<file path="config.mk">
export PLATFORM = sky130hd
export DESIGN_NAME = ign_config_scheduler_flat
export DESIGN_NICKNAME = d
export VERILOG_FILES = /design/src/rtl/ign_config_scheduler_pkg.sv /design/src/rtl/ign_config_scheduler_if.sv /design/src/rtl/ign_config_scheduler_bank.sv /design/src/rtl/ign_config_scheduler.sv /design/src/flat_wrapper.sv
export SDC_FILE = /design/constraint.sdc
export NUM_CORES = 1
export LEC_CHECK = 0
export ABC_AREA = 1
export CELL_PAD_IN_SITES_DETAIL_PLACEMENT = 1
export CELL_PAD_IN_SITES_GLOBAL_PLACEMENT = 1
export CORE_UTILIZATION = 50
export CTS_CLUSTER_SIZE = 30
export DETAILED_ROUTE_END_ITERATION = 10
export DONT_BUFFER_PORTS = 1
export PLACE_DENSITY_LB_ADDON = 0.3
export SETUP_SLACK_MARGIN = 0.3
export SLEW_MARGIN = 20
export SYNTH_ARGS = -nofsm -noshare
export SYNTH_HDL_FRONTEND = slang
export SYNTH_SLANG_ARGS = --single-unit
</file>
<file path="constraint.sdc">
create_clock -name clk -period 1.95 [get_ports clk]
set_clock_uncertainty 0.05 [all_clocks]
set_input_delay 0.2925 -clock clk [delete_from_list [all_inputs] [get_ports clk]]
set_output_delay 0.2925 -clock clk [all_outputs]
set_load 0.01 [all_outputs]
</file>
<file path="src/rtl/ign_config_scheduler_pkg.sv">
// rtl/ign_config_scheduler_pkg.sv - shared widths, field codes and FSM states for the config scheduler
package efi_cfg_pkg;

   localparam int PHASE_W = 8;
   localparam int TIME_W  = 24;

   typedef enum logic [1:0] {
      FLD_PHASE = 2'd0,
      FLD_DELAY = 2'd1,
      FLD_DWELL = 2'd2,
      FLD_EN    = 2'd3
   } fld_e;

   typedef enum logic [1:0] {
      ST_IDLE    = 2'd0,
      ST_PENDING = 2'd1,
      ST_COMMIT  = 2'd2
   } state_e;

   function automatic logic [TIME_W-1:0] clamp_time(input logic [TIME_W-1:0] v,
                                                    input logic [TIME_W-1:0] lim);
      return (v > lim) ? lim : v;
   endfunction

endpackage

</file>
<file path="src/rtl/ign_config_scheduler_if.sv">
// rtl/ign_config_scheduler_if.sv - host write/commit and engine-sync signals of the config scheduler
interface ign_config_scheduler_if;

   logic                             synced;
   logic [efi_cfg_pkg::PHASE_W-1:0]  eng_phase;
   logic                             trigger;
   logic                             wr_en;
   logic [4:0]                       wr_addr;
   logic [efi_cfg_pkg::TIME_W-1:0]   wr_data;
   logic                             wr_ready;
   logic                             commit_req;
   logic                             commit_pending;
   logic                             commit_done;

   modport master (
      output synced, eng_phase, trigger, wr_en, wr_addr, wr_data, commit_req,
      input  wr_ready, commit_pending, commit_done
   );

   modport slave (
      input  synced, eng_phase, trigger, wr_en, wr_addr, wr_data, commit_req,
      output wr_ready, commit_pending, commit_done
   );

endinterface

</file>
<file path="src/rtl/ign_config_scheduler_bank.sv">
// rtl/ign_config_scheduler_bank.sv - one channel's shadow and active timing registers
module ign_cfg_bank
   import efi_cfg_pkg::*;
#(
   parameter logic [TIME_W-1:0] MAX_DWELL = 24'd20000
)
(
   input  logic               clk,
   input  logic               reset_n,
   input  logic               wr_en_i,
   input  fld_e               wr_field_i,
   input  logic [TIME_W-1:0]  wr_data_i,
   input  logic               commit_i,
   output logic [PHASE_W-1:0] phase_o,
   output logic [TIME_W-1:0]  delay_o,
   output logic [TIME_W-1:0]  dwell_o,
   output logic               en_o
);

   logic [PHASE_W-1:0] sh_phase_q, sh_phase_d, act_phase_q;
   logic [TIME_W-1:0]  sh_delay_q, sh_delay_d, act_delay_q;
   logic [TIME_W-1:0]  sh_dwell_q, sh_dwell_d, act_dwell_q;
   logic               sh_en_q,    sh_en_d,    act_en_q;

   always_comb begin
      sh_phase_d = sh_phase_q;
      sh_delay_d = sh_delay_q;
      sh_dwell_d = sh_dwell_q;
      sh_en_d    = sh_en_q;
      if (wr_en_i) begin
         case (wr_field_i)
            FLD_PHASE: sh_phase_d = wr_data_i[PHASE_W-1:0];
            FLD_DELAY: sh_delay_d = wr_data_i;
            FLD_DWELL: sh_dwell_d = clamp_time(wr_data_i, MAX_DWELL);
            FLD_EN:    sh_en_d    = wr_data_i[0];
         endcase
      end
   end

   // Active copy is taken from the registered shadow, so all four fields switch on one edge.
   always_ff @(posedge clk or negedge reset_n) begin
      if (!reset_n) begin
         sh_phase_q  <= '0;
         sh_delay_q  <= '0;
         sh_dwell_q  <= '0;
         sh_en_q     <= 1'b0;
         act_phase_q <= '0;
         act_delay_q <= '0;
         act_dwell_q <= '0;
         act_en_q    <= 1'b0;
      end else begin
         sh_phase_q <= sh_phase_d;
         sh_delay_q <= sh_delay_d;
         sh_dwell_q <= sh_dwell_d;
         sh_en_q    <= sh_en_d;
         if (commit_i) begin
            act_phase_q <= sh_phase_q;
            act_delay_q <= sh_delay_q;
            act_dwell_q <= sh_dwell_q;
            act_en_q    <= sh_en_q;
         end
      end
   end

   assign phase_o = act_phase_q;
   assign delay_o = act_delay_q;
   assign dwell_o = act_dwell_q;
   assign en_o    = act_en_q;

endmodule

</file>
<file path="src/rtl/ign_config_scheduler.sv">
// rtl/ign_config_scheduler.sv - double-buffered channel timing config committed on engine-cycle boundary
module ign_config_scheduler
   import efi_cfg_pkg::*;
#(
   parameter int                N_CH      = 4,
   parameter logic [TIME_W-1:0] MAX_DWELL = 24'd20000
)
(
   input  logic                      clk,
   input  logic                      reset_n,
   ign_config_scheduler_if.slave     bus,
   output logic [PHASE_W*N_CH-1:0]   ch_phase,
   output logic [TIME_W*N_CH-1:0]    ch_delay,
   output logic [TIME_W*N_CH-1:0]    ch_dwell,
   output logic [N_CH-1:0]           ch_en
);

   state_e state_q;
   logic   wr_ready_q;
   logic   commit_pending_q;
   logic   commit_done_q;
   logic   synced_q;

   logic   boundary;
   logic   wr_acc;
   logic   commit_en;
   logic [2:0] wr_ch;
   fld_e   wr_field;

   assign boundary  = bus.synced & bus.trigger & (bus.eng_phase == '0);
   assign wr_acc    = bus.wr_en & wr_ready_q;
   assign commit_en = (state_q == ST_COMMIT);
   assign wr_ch     = bus.wr_addr[4:2];
   assign wr_field  = fld_e'(bus.wr_addr[1:0]);

   // Without sync there is no boundary to wait for, so an unsynced commit goes straight through.
   always_ff @(posedge clk or negedge reset_n) begin
      if (!reset_n) begin
         state_q          <= ST_IDLE;
         wr_ready_q       <= 1'b1;
         commit_pending_q <= 1'b0;
         commit_done_q    <= 1'b0;
         synced_q         <= 1'b0;
      end else begin
         synced_q <= bus.synced;
         case (state_q)
            ST_IDLE: begin
               if (bus.commit_req) begin
                  state_q          <= ST_PENDING;
                  wr_ready_q       <= 1'b0;
                  commit_pending_q <= 1'b1;
               end
            end
            ST_PENDING: begin
               if (boundary || !bus.synced) begin
                  state_q       <= ST_COMMIT;
                  commit_done_q <= 1'b1;
               end
            end
            ST_COMMIT: begin
               state_q          <= ST_IDLE;
               commit_done_q    <= 1'b0;
               commit_pending_q <= 1'b0;
               wr_ready_q       <= 1'b1;
            end
            default: begin
               state_q          <= ST_IDLE;
               commit_done_q    <= 1'b0;
               commit_pending_q <= 1'b0;
               wr_ready_q       <= 1'b1;
            end
         endcase
      end
   end

   assign bus.wr_ready       = wr_ready_q;
   assign bus.commit_pending = commit_pending_q;
   assign bus.commit_done    = commit_done_q;

   // Channel indices at or above N_CH match no bank, so such writes fall away silently.
   for (genvar i = 0; i < N_CH; i++) begin : g_ch
      logic sel;
      logic en_act;

      assign sel = wr_acc && (wr_ch == 3'(i));

      ign_cfg_bank #(
         .MAX_DWELL (MAX_DWELL)
      ) u_bank (
         .clk        (clk),
         .reset_n    (reset_n),
         .wr_en_i    (sel),
         .wr_field_i (wr_field),
         .wr_data_i  (bus.wr_data),
         .commit_i   (commit_en),
         .phase_o    (ch_phase[i*PHASE_W +: PHASE_W]),
         .delay_o    (ch_delay[i*TIME_W +: TIME_W]),
         .dwell_o    (ch_dwell[i*TIME_W +: TIME_W]),
         .en_o       (en_act)
      );

      assign ch_en[i] = en_act & synced_q;
   end

endmodule

</file>
<file path="src/flat_wrapper.sv">
// flat-port wrapper written by rule: the top's interface ports become plain ports
module ign_config_scheduler_flat import efi_cfg_pkg::*;
#(
   parameter int                N_CH      = 4,
   parameter logic [TIME_W-1:0] MAX_DWELL = 24'd20000
)
  (clk, reset_n, ch_phase, ch_delay, ch_dwell, ch_en, bus_synced, bus_eng_phase, bus_trigger, bus_wr_en, bus_wr_addr, bus_wr_data, bus_commit_req, bus_wr_ready, bus_commit_pending, bus_commit_done);
  ign_config_scheduler_if bus_i ();
  input  logic clk;
  input  logic reset_n;
  output logic [PHASE_W*N_CH-1:0] ch_phase;
  output logic [TIME_W*N_CH-1:0] ch_delay;
  output logic [TIME_W*N_CH-1:0] ch_dwell;
  output logic [N_CH-1:0] ch_en;
  input wire logic [$bits(bus_i.synced)-1:0] bus_synced;
  input wire logic [$bits(bus_i.eng_phase)-1:0] bus_eng_phase;
  input wire logic [$bits(bus_i.trigger)-1:0] bus_trigger;
  input wire logic [$bits(bus_i.wr_en)-1:0] bus_wr_en;
  input wire logic [$bits(bus_i.wr_addr)-1:0] bus_wr_addr;
  input wire logic [$bits(bus_i.wr_data)-1:0] bus_wr_data;
  input wire logic [$bits(bus_i.commit_req)-1:0] bus_commit_req;
  output wire logic [$bits(bus_i.wr_ready)-1:0] bus_wr_ready;
  output wire logic [$bits(bus_i.commit_pending)-1:0] bus_commit_pending;
  output wire logic [$bits(bus_i.commit_done)-1:0] bus_commit_done;
  assign bus_i.synced = bus_synced;
  assign bus_i.eng_phase = bus_eng_phase;
  assign bus_i.trigger = bus_trigger;
  assign bus_i.wr_en = bus_wr_en;
  assign bus_i.wr_addr = bus_wr_addr;
  assign bus_i.wr_data = bus_wr_data;
  assign bus_i.commit_req = bus_commit_req;
  assign bus_wr_ready = bus_i.wr_ready;
  assign bus_commit_pending = bus_i.commit_pending;
  assign bus_commit_done = bus_i.commit_done;
  ign_config_scheduler #(.N_CH(N_CH), .MAX_DWELL(MAX_DWELL)) u_core (.clk(clk), .reset_n(reset_n), .bus(bus_i), .ch_phase(ch_phase), .ch_delay(ch_delay), .ch_dwell(ch_dwell), .ch_en(ch_en));
endmodule
</file>
# == Word-level counts from Yosys, hierarchy flattened ==
# Cells that the tools add are included.
# totals
regBits,462
input_bits,43
output_inout_bits,231
word_cells,96
# classes
n_lt_le_gt_ge,1
n_eq_ne,10
muxes,10
bitwise_logic,9
reduce_logical,29
# ops
cell,count
AND reduction 2 bit,19
greater-than comparator 24 x 15 -> 1 bit (second input constant),1
2-to-1 mux 24 bit,1
zero test 8 bit,1
AND 1 bit,7
== test 2 bit (second input constant),3
== test 3 x 2 -> 1 bit (second input constant),2
one-hot mux 1 bit (2 select lines),3
== test 2 x 1 -> 1 bit (second input constant),2
logical AND 1 bit,4
zero test 2 bit,2
2-to-1 mux 2 bit,2
one-hot mux 2 bit (2 select lines),1
== test 3 x 1 -> 1 bit (second input constant),1
zero test 3 bit,1
2-to-1 mux 1 bit,3
!= test 2 x 1 -> 1 bit (second input constant),1
!= test 2 bit (second input constant),1
NOT 1 bit,2
zero test 1 bit,1
logical OR 1 bit,1

# == Logic depth before layout (Yosys ltp) ==
# logic_depth
depth_word,5
ltp_mapped,10
depth_no_buf,10

# == Modules after synthesis ==
# Synthesis repeated with hierarchy kept, for this count alone.
# unflattened
cells_unflattened,1521
area_unflattened_um2,18137.4
# by_module_without_submodules
module,n_inst,cells_each,area_per_inst_um2,seq_area_each_um2
ign_cfg_bank,4,368,4451.8,2852.7
ign_config_scheduler,1,49,330.3,151.4

# == Worst setup path before layout ==
# Ideal clock, no wire load.
# synth_timing
kind,flip-flop to flip-flop
start,reg u_core.wr_ready_q (netlist: u_core.bus.wr_ready)
end,reg u_core.g_ch[0].u_bank.sh_delay_q[17]
setup_ps,130
arrival_ps,1430
required_time_ps,1770
path_slack_ps,340
path_stages_with_launch,8
n_path_buf,2
synth_period_minus_slack_ps,1610
cell_sequence,dfstp_2 -> nand2_2 -> nor2_8 -> nand3_1 -> buf_2 -> buf_6 -> nand2_1 -> o21ai_0
# synth_via
elab_chain_len,3
# synth_rtl
element,line_no,text
"start, declared",ign_config_scheduler.sv:19,logic wr_ready_q;
"start signal, assigned",ign_config_scheduler.sv:40,wr_ready_q <= 1'b1;
"start signal, assigned",ign_config_scheduler.sv:50,wr_ready_q <= 1'b0;
"start signal, assigned",ign_config_scheduler.sv:64,wr_ready_q <= 1'b1;
AND 1 bit,ign_config_scheduler.sv:31,assign wr_acc = bus.wr_en & wr_ready_q;
logical AND 1 bit,ign_config_scheduler.sv:85,assign sel = wr_acc && (wr_ch == 3'(i));
AND reduction 2 bit (no line),n/a,
"end signal, assigned",ign_config_scheduler_bank.sv:53,sh_delay_q <= sh_delay_d;
"end, declared",ign_config_scheduler_bank.sv:21,"logic [TIME_W-1:0] sh_delay_q, sh_delay_d, act_delay_q;"
# No other way between the ends.
# A chain may end at the register's enable or synchronous reset.

# == Worst setup path in the final report ==
# layout_timing
start,reg u_core.wr_ready_q (netlist: u_core.bus.wr_ready)
end,reg u_core.g_ch[2].u_bank.sh_dwell_q[17]
# layout_via
elab_chain_len,3
# layout_rtl
element,line_no,text
AND 1 bit,ign_config_scheduler.sv:31,
logical AND 1 bit,ign_config_scheduler.sv:85,
AND reduction 2 bit (no line),n/a,
"end signal, assigned",ign_config_scheduler_bank.sv:54,sh_dwell_q <= sh_dwell_d;
"end, declared",ign_config_scheduler_bank.sv:22,"logic [TIME_W-1:0] sh_dwell_q, sh_dwell_d, act_dwell_q;"
# No other way between the ends.

==> results.sh <==
export IMPL_syn2layout_area_growth_pct=16.4
export IMPL_synth_yosys_seq_area_share_pct=66.5
export IMPL_critical_path_buf_inv_count=3
export IMPL_via_count=10573
export IMPL_peakVddDrop_uv=745
export IMPL_synthCells=1388
export IMPL_yosys_warnings=0
export IMPL_synth_area_um2=17400
export IMPL_yosys_top_cells_area="dfrtp_1 66%, mux2_2 15%, nand2_1 7.1%"
export IMPL_clkTransAtPathRegs_ps=60
export IMPL_cts_hold_buf=28
export IMPL_p_leak_nw=10.5
export IMPL_grt_usage_pct=25.2
export IMPL_routedWlPerCell_um=22.9
export IMPL_rsz0062_at_grt="true"
export IMPL_routed_wl_mm=44.1
export IMPL_worstPathMaxFanout=8
export IMPL_die_x_um=188
export IMPL_core_um2=33900
export IMPL_maxCapViolCount=0
export IMPL_grt_pass1_vias=11526
export IMPL_max_slew_worst_pin_slew_ps=1110
export IMPL_pwr_share_comb_pct=11.4
export IMPL_synth_seq_cells=462
export IMPL_finalHoldViolations=462
export IMPL_p_clk_share_pct=36.2
export IMPL_swShare_pct=26.9
export IMPL_drc=0
export IMPL_clock_latency_ps=550
export IMPL_grt_pass1_wl_mm=68.6
export IMPL_fmax_mhz=590
export IMPL_row_count=67
export IMPL_globalplace_congestion=0.769
export IMPL_firstDrtPassIters=5
export IMPL_layout_commonest_cell="dfrtp_1"
export IMPL_grtUsageMet2_pct=41.4
export IMPL_final_period_utilization_pct=86.9
export IMPL_layout_common_cells="461 x dfrtp_1, 301 x nand2_1, 228 x mux2_2"
export IMPL_die_area_um2=35500
export IMPL_place_hpwl_mm=26.9
export IMPL_startpoint="u_core.bus.wr_ready"
export IMPL_start_util_pct=51.3
export IMPL_setup_tns_ps=0
export IMPL_seqCellArea_um2=11600
export IMPL_numCtsBuffers=47
export IMPL_cp_required_ps=2340
export IMPL_cp_cell_sequence="nand2_4 > nor2_8 > buf_6 > nand3_4 > buf_12 > nand2_4 > inv_2"
export IMPL_fill_cells=3322
export IMPL_worstHoldPathType="primary input to async pin"
export IMPL_top_usage_layer="met2"
export IMPL_clock_sinks=462
export IMPL_crit_family="flip-flops"
export IMPL_ys_flop_type="dfrtp_1"
export IMPL_r2r_start="u_core.bus.wr_ready"
export IMPL_power_switching_w=0.00698
export IMPL_port_buffers=0
export IMPL_violations="hold timing"
export IMPL_drive_above_1_share_pct=28.9
export IMPL_cts_tree="done"
export IMPL_arrival_ps=2080
export IMPL_synth_edf_count=0
export IMPL_avgSynthCellArea_um2=12.5
export IMPL_htreeDepth=2
export IMPL_cp_end_kind="flip-flop"
export IMPL_cts_path_max_buffers=3
export IMPL_critPathLaunchType="flip-flop"
export IMPL_cpMostUsedCell="nand2_4"
export IMPL_setup_violations=0
export IMPL_p_seq_share_pct=52.4
export IMPL_synth_fp_nets=1431
export IMPL_met3_usage_pct=7.97
export IMPL_grt_overflow_total=0
export IMPL_ys_types=26
export IMPL_cts_root_buf="clkbuf_16"
export IMPL_drtAntennaViolNets=0
export IMPL_grt_max_degree=463
export IMPL_via_per_inst=5.48
export IMPL_cp_slowest_cell="dfstp_2"
export IMPL_synth_top_area_share_pct=66.4
export IMPL_postSynth_asyncResetShare_pct=100
export IMPL_slowest_delay_ps=610
export IMPL_antennaDiodeCount=0
export IMPL_power_internal_w=0.0190
export IMPL_antenna_found_initial=1
export IMPL_met1_usage_pct=32.2
export IMPL_relSlewSlack_pct=26.0
export IMPL_drt_initial_drc_count=714
export IMPL_io_pins=274
export IMPL_post_route_min_period_ps=1700
export IMPL_layout_nets=1491
export IMPL_multi_input_area_um2=5290
export IMPL_status="complete, but fails checks"
export IMPL_dieHeight_um=188
export IMPL_yosys_area_top_type="dfrtp_1"
export IMPL_powerDensity_nw_per_um2=1280
export IMPL_finish_utilization_pct=59.7
export IMPL_fin_hold_ws_ps=-606
export IMPL_slew_violations=0
export IMPL_critPathKind="flip-flop to flip-flop"
cells by family after synthesis:
kind of cell / after synthesis / share of synthesized area [%]
multiplexers: 228 / 14.8
flip-flops: 462 / 66.5
AND/OR/NAND/NOR: 421 / 10.6
AO/OA/AOI/OAI: 134 / 4.05
buffers and inverters: 143 / 4.08
flip-flops by register name (all words and copies together) (netlist names), 2 cells and up:
register,count
u_core.g_ch.u_bank.sh_phase_q,32
u_core.state_q,2
u_core.g_ch.u_bank.sh_en_q,4
u_core.g_ch.u_bank.delay_o,96
u_core.g_ch.u_bank.phase_o,32
u_core.g_ch.u_bank.en_o,4
u_core.g_ch.u_bank.dwell_o,96
u_core.g_ch.u_bank.sh_delay_q,96
u_core.g_ch.u_bank.sh_dwell_q,96
stage by stage:
step	worst slack [ps]	power, W	hold slack (ps)	cell area, um2	std cells
global route	148	0.0271	-634	20200	1929
CTS	254	0.0261	-630	20000	1922
finish	255	0.0259	-606	20200	1929
floorplan	340	0.0153	-53.1	17400	1388
detailed placement	96.4	0.0165	-44.8	17900	1800
global placement	114	0.0162	-41.0	17900	1800
final timing paths:
kind | cells after the start | to | slack (ps)
worst max-delay path | 7 | u_core.g_ch[2].u_bank.sh_dwell_q[17] | 250
worst min-delay path | 0 | u_core.g_ch[1].u_bank.delay_o[18] | -610
worst max register to register | 7 | u_core.g_ch[2].u_bank.sh_dwell_q[17] | 250
worst min register to register | 2 | u_core.g_ch[3].u_bank.sh_dwell_q[19] | 420
max in group asynchronous | 0 | u_core.g_ch[2].u_bank.dwell_o[6] | 1540
min in group clk | 5 | u_core.state_q[1] | 20
per-layer routing:
layer,wire (um),up-vias,part of all wire [%]
met5,0,-,0
li1,-,4694,-
met3,3500,70,7.9
met2,21500,282,49
met4,1090,0,2.5
met1,18000,5527,41
power groups by stage:
stage | Sequential [W] | Combinational [W] | Clock (W)
finish | 0.0136 | 0.00295 | 0.00939
global route | 0.0138 | 0.00329 | 0.00992
CTS | 0.0136 | 0.00293 | 0.00958
detailed placement | 0.0138 | 0.00274 | 0
global placement | 0.0137 | 0.00256 | 0
floorplan | 0.0131 | 0.00224 | 0
final cells by class:
cell class / instances / share of cell area [%]
flip-flops and latches: 462 / 57.1
multi-input cells: 786 / 26.1
clock inverters: 12 / 1.04
inverters: 77 / 1.56
clock buffers: 70 / 6.99
well taps: 448 / 2.77
repair buffers: 74 / 4.35
synth_stat cells (3+ instances only):
| master | n |
|---|---|
| dfrtp_1 | 461 |
| nand2_1 | 331 |
| mux2_2 | 228 |
| inv_1 | 68 |
| o21ai_0 | 65 |
| o21ai_1 | 60 |
| nand3_1 | 51 |
| buf_2 | 32 |
| buf_6 | 16 |
| clkbuf_1 | 16 |
| nor2_1 | 15 |
| o21ai_2 | 8 |
| nand3_4 | 7 |
| inv_2 | 6 |
| nand3_2 | 4 |
| clkinv_2 | 3 |
| nand4_1 | 3 |
timing repair:
action | CTS | global route
gates cloned | 1 | 3
endpoints found under the setup margin | 200 | 224
gates resized for setup | 37 | 63
setup buffers | 11 | 4
hold endpoints to repair | 560 | 462
pin swaps | 4 | 10
Power figures use the tool's default switching activity.
